===== config.mk =====
export PLATFORM = sky130hd
export DESIGN_NAME = fll_cfg_responder
export DESIGN_NICKNAME = d
export VERILOG_FILES = /design/src/rtl/fll_cfg_pkg.sv /design/src/rtl/fll_sync_ff.sv /design/src/rtl/fll_cfg_responder.sv
export SDC_FILE = /design/constraint.sdc
export NUM_CORES = 1
export LEC_CHECK = 0
export BUFFER_PORTS_ARGS = -buffer_cell sky130_fd_sc_hd__buf_2
export CELL_PAD_IN_SITES_DETAIL_PLACEMENT = 1
export CELL_PAD_IN_SITES_GLOBAL_PLACEMENT = 1
export CORE_ASPECT_RATIO = 0.6
export CORE_MARGIN = 2
export CORE_UTILIZATION = 40
export DETAILED_ROUTE_END_ITERATION = 7
export PLACE_DENSITY_LB_ADDON = 0.1
export RECOVER_POWER = 50
export REMOVE_ABC_BUFFERS = 1
export SETUP_SLACK_MARGIN = 0.5
export SLEW_MARGIN = 0
export SYNTH_ARGS = -nofsm -noshare
export SYNTH_HDL_FRONTEND = slang
export SYNTH_SLANG_ARGS = --single-unit

===== constraint.sdc =====
create_clock -name HCLK -period 2.25 [get_ports HCLK]
set_clock_uncertainty 0.1 [all_clocks]
set_input_delay 0.45 -clock HCLK [delete_from_list [all_inputs] [get_ports HCLK]]
set_output_delay 0.45 -clock HCLK [all_outputs]
set_load 0.02 [all_outputs]

===== src/rtl/fll_cfg_pkg.sv =====
// Shared constants for the FLL configuration responder: register map
// addresses, FSM state encoding, reset defaults and status field layout.
package fll_cfg_pkg;

    localparam int unsigned DATA_W = 32;
    localparam int unsigned ADDR_W = 2;

    // Register map addresses
    localparam logic [ADDR_W-1:0] FLL_STATUS = 2'd0;
    localparam logic [ADDR_W-1:0] FLL_CFG1   = 2'd1;
    localparam logic [ADDR_W-1:0] FLL_CFG2   = 2'd2;
    localparam logic [ADDR_W-1:0] FLL_INTEG  = 2'd3;

    // Handshake FSM states
    typedef enum logic [1:0] {
        ST_IDLE     = 2'd0,
        ST_ACCESS   = 2'd1,
        ST_ACK      = 2'd2,
        ST_WAIT_REL = 2'd3
    } fll_state_e;

    // Default reset values
    localparam logic [DATA_W-1:0] FLL_CFG1_RST  = 32'h0000_05F5;
    localparam logic [DATA_W-1:0] FLL_CFG2_RST  = 32'h0004_0107;
    localparam logic [DATA_W-1:0] FLL_INTEG_RST = 32'h0000_0000;

    // Status word layout
    localparam int unsigned LOCK_BIT = 31;
    localparam int unsigned MULT_LSB = 0;
    localparam int unsigned MULT_W   = 16;

endpackage


===== src/rtl/fll_sync_ff.sv =====
// Multi-flop synchroniser for a single asynchronous control bit.
// Ports:
//   HCLK    - destination-domain clock
//   HRESETn - asynchronous active-low reset, clears every stage
//   d_i     - asynchronous input bit
//   q_o     - synchronised output (STAGES flops after d_i)
// STAGES must be at least 2.
module fll_sync_ff #(
    parameter int unsigned STAGES = 2
) (
    input  logic HCLK,
    input  logic HRESETn,
    input  logic d_i,
    output logic q_o
);

    logic [STAGES-1:0] sync_q;

    // Shift chain: bit 0 is the metastability-exposed stage
    always_ff @(posedge HCLK or negedge HRESETn) begin
        if (!HRESETn) begin
            sync_q <= '0;
        end else begin
            sync_q <= {sync_q[STAGES-2:0], d_i};
        end
    end

    assign q_o = sync_q[STAGES-1];

endmodule


===== src/rtl/fll_cfg_responder.sv =====
// FLL-side responder of the 4-phase req/ack configuration link.
// Synchronises cfg_req, decodes read/write on a 4-entry register map and
// returns ack plus read data to the bridge.
// Ports:
//   HCLK, HRESETn          - FLL clock, async active-low reset
//   cfg_req                - async request from bridge
//   cfg_wrn/cfg_add/cfg_data - bundled with cfg_req (1 = read)
//   cfg_ack, cfg_r_data    - acknowledge and read data to bridge
//   cfg1_o, cfg2_o, integ_o - configuration registers to the FLL core
//   integ_ld_o, cfg_upd_o  - one-cycle update strobes
//   status_i, integ_i      - live status / integrator value from core
module fll_cfg_responder
    import fll_cfg_pkg::*;
#(
    parameter int unsigned      SYNC_STAGES = 2,
    parameter logic [31:0]      CFG1_RST    = FLL_CFG1_RST,
    parameter logic [31:0]      CFG2_RST    = FLL_CFG2_RST,
    parameter logic [31:0]      INTEG_RST   = FLL_INTEG_RST
) (
    input  logic        HCLK,
    input  logic        HRESETn,
    input  logic        cfg_req,
    input  logic        cfg_wrn,
    input  logic [1:0]  cfg_add,
    input  logic [31:0] cfg_data,
    output logic        cfg_ack,
    output logic [31:0] cfg_r_data,
    output logic [31:0] cfg1_o,
    output logic [31:0] cfg2_o,
    output logic [31:0] integ_o,
    output logic        integ_ld_o,
    output logic        cfg_upd_o,
    input  logic [31:0] status_i,
    input  logic [31:0] integ_i
);

    logic req_s;

    fll_state_e        state_q, state_d;
    logic              wrn_q, wrn_d;
    logic [ADDR_W-1:0] add_q, add_d;
    logic [DATA_W-1:0] data_q, data_d;
    logic [DATA_W-1:0] rdata_q, rdata_d;
    logic [DATA_W-1:0] cfg1_q, cfg1_d;
    logic [DATA_W-1:0] cfg2_q, cfg2_d;
    logic [DATA_W-1:0] integ_q, integ_d;
    logic              ack_q, ack_d;
    logic              upd_q, upd_d;
    logic              ld_q, ld_d;

    fll_sync_ff #(
        .STAGES (SYNC_STAGES)
    ) u_req_sync (
        .HCLK    (HCLK),
        .HRESETn (HRESETn),
        .d_i     (cfg_req),
        .q_o     (req_s)
    );

    // State and output registers
    always_ff @(posedge HCLK or negedge HRESETn) begin
        if (!HRESETn) begin
            state_q <= ST_IDLE;
            wrn_q   <= 1'b0;
            add_q   <= '0;
            data_q  <= '0;
            rdata_q <= '0;
            cfg1_q  <= CFG1_RST;
            cfg2_q  <= CFG2_RST;
            integ_q <= INTEG_RST;
            ack_q   <= 1'b0;
            upd_q   <= 1'b0;
            ld_q    <= 1'b0;
        end else begin
            state_q <= state_d;
            wrn_q   <= wrn_d;
            add_q   <= add_d;
            data_q  <= data_d;
            rdata_q <= rdata_d;
            cfg1_q  <= cfg1_d;
            cfg2_q  <= cfg2_d;
            integ_q <= integ_d;
            ack_q   <= ack_d;
            upd_q   <= upd_d;
            ld_q    <= ld_d;
        end
    end

    // Next-state and register-update decode
    always_comb begin
        state_d = state_q;
        wrn_d   = wrn_q;
        add_d   = add_q;
        data_d  = data_q;
        rdata_d = rdata_q;
        cfg1_d  = cfg1_q;
        cfg2_d  = cfg2_q;
        integ_d = integ_q;
        ack_d   = ack_q;
        upd_d   = 1'b0;
        ld_d    = 1'b0;

        case (state_q)
            ST_IDLE: begin
                ack_d = 1'b0;
                // Bundled signals are stable once req_s is seen high
                if (req_s) begin
                    wrn_d   = cfg_wrn;
                    add_d   = cfg_add;
                    data_d  = cfg_data;
                    state_d = ST_ACCESS;
                end
            end
            ST_ACCESS: begin
                if (wrn_q) begin
                    case (add_q)
                        FLL_STATUS: rdata_d = status_i;
                        FLL_CFG1:   rdata_d = cfg1_q;
                        FLL_CFG2:   rdata_d = cfg2_q;
                        default:    rdata_d = integ_i;
                    endcase
                end else begin
                    case (add_q)
                        FLL_CFG1: begin
                            cfg1_d = data_q;
                            upd_d  = 1'b1;
                        end
                        FLL_CFG2: begin
                            cfg2_d = data_q;
                            upd_d  = 1'b1;
                        end
                        FLL_INTEG: begin
                            integ_d = data_q;
                            ld_d    = 1'b1;
                        end
                        default: ;  // STATUS is read-only
                    endcase
                end
                // Ack registers on the same edge that enters ACK
                ack_d   = 1'b1;
                state_d = ST_ACK;
            end
            ST_ACK: begin
                // Always complete one ack cycle, even if req already dropped
                ack_d   = 1'b1;
                state_d = ST_WAIT_REL;
            end
            ST_WAIT_REL: begin
                if (!req_s) begin
                    ack_d   = 1'b0;
                    state_d = ST_IDLE;
                end
            end
            default: begin
                ack_d   = 1'b0;
                state_d = ST_IDLE;
            end
        endcase
    end

    assign cfg_ack    = ack_q;
    assign cfg_r_data = rdata_q;
    assign cfg1_o     = cfg1_q;
    assign cfg2_o     = cfg2_q;
    assign integ_o    = integ_q;
    assign integ_ld_o = ld_q;
    assign cfg_upd_o  = upd_q;

endmodule


==> metrics.md <==
| Metric | Value |
|---|---|
| Summed instance area of the synthesized netlist | `7200 um^2` |
| Fraction of final layout cells with drive strength greater than 1 | `0.503` |
| Peak ir drop on the vdd network | `0.000739 V` |
| Placement-stage worst setup slack | `0.228 ns` |
| CP peak stage delay | `0.39 ns` |
| Data required time at the worst endpoint | `2.44 ns` |
| R2R depth | `7` |
| Critical path's slowest cell | `dfrtp_1` |
| Initial detailed-routing violation count | `235` |
| Count of state elements after synthesis | `170` |
| Post-layout min period | `1.80 ns` |
| Via count | `5438` |
| CTS Buf Count | `17` |
| Per-cell routed wire length | `20.9 um` |
| Number of enable flip-flop cells after synthesis | `0` |
| Num rows | `37` |
| Syn-to-layout area delta | `32.6%` |
| Transition time of the tightest slew-check pin | `0.767 ns` |
| Count of antenna-violating nets left after detailed routing | `0` |
| CTS tree | `built` |
| Sink Count | `170` |
| Std-Cell Core Area | `17400 um^2` |
| Share of the synthesized area in the top cell type | `0.546` |
| Synth warnings | `0` |
| Critical Path Fanout Max | `9` |
| WP data arrival | `1.99 ns` |
| Die area | `19100 um^2` |
| Buffer levels on the longest clock path | `2` |
| CP Buf/Inv Count | `3` |
| FF-to-FF setup slack | `0.45 ns` |
| Final routed DRC violation total | `0` |
| Dominant cell type by count on the critical path | `buf_12` |
| Portion of the post-synthesis area used by sequential elements | `0.593` |
| Routability-driven placement congestion ratio | `0.796` |
| CP startpoint kind | `flip-flop` |
| Run status | `finished clean` |
| Endpoint of the worst register-to-register path | `cfg2_o[10]$_DFFE_PN0P_` |
| Startpoint of the lowest-slack register-to-register path | `state_q[1]$_DFFE_PN0P_` |
| H-tree level count | `4` |
| Syn Inst Count | `526` |
| Delay-heaviest family, CP | `buffers and inverters` |
| Combined global-route utilization of all metal layers | `0.226` |
| Launch point of the critical path | `state_q[1]$_DFFE_PN0P_` |
| Number of endpoints with negative hold slack in the final report | `0` |
| Post-Route WL | `21500 um` |
| Leakage power total | `4.72 nW` |
| Pin count of the biggest net entering global routing | `50` |
| Worst max-slew margin expressed relative to the limit | `0.489` |
| Chip height | `108 um` |
| Half-perimeter wire length after detailed placement | `15400 um` |
| Setup repair after global routing missed its margin | `yes` |
| Leading cell types by total area after synthesis | `dfrtp_1 55%, mux2_2 20%, dfstp_2 4.7%, a221oi_1 3.9%, a21o_1 3.3%` |
| Final standard cell utilization of the core | `0.550` |
| IO Pins | `233` |
| Worst Path Class, Setup | `flip-flop to flip-flop` |
| Fraction of registers with async set/reset | `1.00` |
| Number of maximum-capacitance constraint violations | `0` |
| Count of input and output buffers | `232` |
| Starting utilization of the core area | `0.415` |
| Setup Viol. Count Final | `0` |
| Worst-path clk slew | `0.07 ns` |
| Max Clock Freq | `0.557 GHz` |
| Prevailing post-synth register cell | `dfrtp_1` |
| Number of global-route vias before repair | `5758` |
| Number of unique standard cell types used by synthesis | `19` |
| HP Class | `input pin to flip-flop` |
| X dimension of the die | `177 um` |
| Number of iterations in the first detailed-routing pass | `4` |
| Number of antenna violations at the first check in global routing | `3` |
| Detail-routed via count per cell | `5.30` |
| Tcrit/Tclk final | `0.799` |
| Instance count on the critical path | `7` |
| Critical path, cell by cell | `inv_1 -> ha_4 -> nor2b_4 -> buf_12 -> nand2_4 -> buf_12 -> mux2_1` |
| Largest area contributor in the synthesized netlist | `dfrtp_1` |
| Beginning of the worst hold path | `cfg_req` |
| Non-filler instance count after layout | `1026` |
| Clock latency reported for the late side of the worst-skew pair | `0.42 ns` |
| Net count of the finished layout | `889` |
| Post-synthesis area per instance | `13.7 um^2` |
| # placed instances | `983` |
| Final slew viol count | `0` |
| Worst hold slack after final layout | `0.0404 ns` |
| Total congestion overflow after global routing | `0` |
| Final critical-path setup slack | `0.453 ns` |
| End point of the critical path | `cfg2_o[10]$_DFFE_PN0P_` |
| Global-route wire length before repair | `32500 um` |
| Kind of capture point of the worst setup path | `flip-flop` |
| Pwr Density | `1630 nW/um^2` |
| Clock tree root buffer cell | `clkbuf_16` |
[worst min path at each step]
stage | end | depth (start not counted)
2_1_floorplan | add_q[0]$_DFFE_PN0P_ | 0
3_3_place_gp | u_req_sync.sync_q[1]$_DFF_PN0_ | 0
3_5_place_dp | u_req_sync.sync_q[1]$_DFF_PN0_ | 0
4_1_cts | u_req_sync.sync_q[0]$_DFF_PN0_ | 1
5_1_grt | u_req_sync.sync_q[0]$_DFF_PN0_ | 1
6_report | u_req_sync.sync_q[0]$_DFF_PN0_ | 1
[cell usage after synthesis (7+ instances only)]
master and n:
a21o_1 32, a22oi_1 32, ha_1 10, inv_1 37
dfstp_2 13, mux2_2 128, buf_4 7, clkbuf_1 11
a221oi_1 32, dfrtp_1 157, a21oi_1 32, buf_2 18
[what timing repair did]
item                                    CTS  global route
endpoints found under the setup margin  128           125
pin swaps                                 3             0
gates cloned                              0             1
hold buffers                              1             0
endpoints found under the hold margin    40             0
setup buffers                             6             1
resized for setup                        27            23
[flip-flops by register name, summed over array words and instances (netlist names)]
name               count
cfg_r_data            32
u_req_sync.sync_q      2
cfg1_o                32
state_q                2
cfg2_o                32
cfg_ack                1
add_q                  2
data_q                32
integ_ld_o             1
cfg_upd_o              1
integ_o               32
wrn_q                  1
[worst register-to-register path, stage by stage, from the launching register on]
cell,delay (ns)
dfrtp_1,0.39
inv_1,0.15
ha_4,0.17
nor2b_4,0.16
buf_12,0.13
nand2_4,0.10
buf_12,0.17
mux2_1,0.31
[where the power goes]
group          switching, mW  internal, mW
sequential              1.21          4.62
combinational           3.97          2.87
clock                   1.34          1.53
total                   6.52          9.03
[cell usage in the layout (no fill, tap or decap), types with 3 or more instances in the layout]
master and instances:
buf_2 172, dfrtp_1 155, mux2_2 128, clkbuf_1 65
inv_1 36, a22oi_1 32, a21oi_1 32, a21o_1 32
a221oi_1 24, clkbuf_16 18, dfstp_2 13, buf_12 11
a221oi_2 8, inv_6 7, buf_6 7, buf_4 6
ha_1 5, mux2_1 4, inv_8 4, nand2_4 3
o21ai_0 3, ha_4 3, clkbuf_2 3
[area by class of cell]
class	count	area (um^2)
Antenna cell	2	5.00
Fill cell	1840	7810
Inverter	37	139
Sequential cell	170	4270
Tap cell	234	293
Timing Repair Buffer	268	1530
Clock inverter	13	120
Clock buffer	19	453
Multi-Input combinational cell	283	2740
[per-stage QoR]
step                      setup TNS (ns)  cell area [um^2]  power, mW
after floorplan                   -24.09              7020       9.64
after global placement                 0              8760       12.1
after detailed placement               0              8760       12.4
after CTS                              0              9520       15.6
after global routing                   0              9540       16.5
final                                  0              9550       15.6
[per-layer routing]
| layer | track usage | vias up | part of all wire |
|---|---|---|---|
| met1 | 0.302 | 2823 | 0.44 |
| met3 | 0.0639 | 19 | 0.076 |
| li1 | - | 2411 | - |
| met5 | 0 | - | 0.00061 |
| met4 | 0.0649 | 2 | 0.012 |
| met2 | 0.362 | 183 | 0.47 |
[logic make-up (layout without fill, tap and decap cells)]
family,count (synthesis),in the layout,synth area share
AOI/OAI and AO/OA,131,131,0.130
other,0,2,0
adders and majority gates,10,10,0.0174
and+or+nand+nor,9,9,0.00678
muxes,133,133,0.208
buffers and inverters,73,337,0.0448
DFF,170,170,0.593
Power figures use the tool's default switching activity.
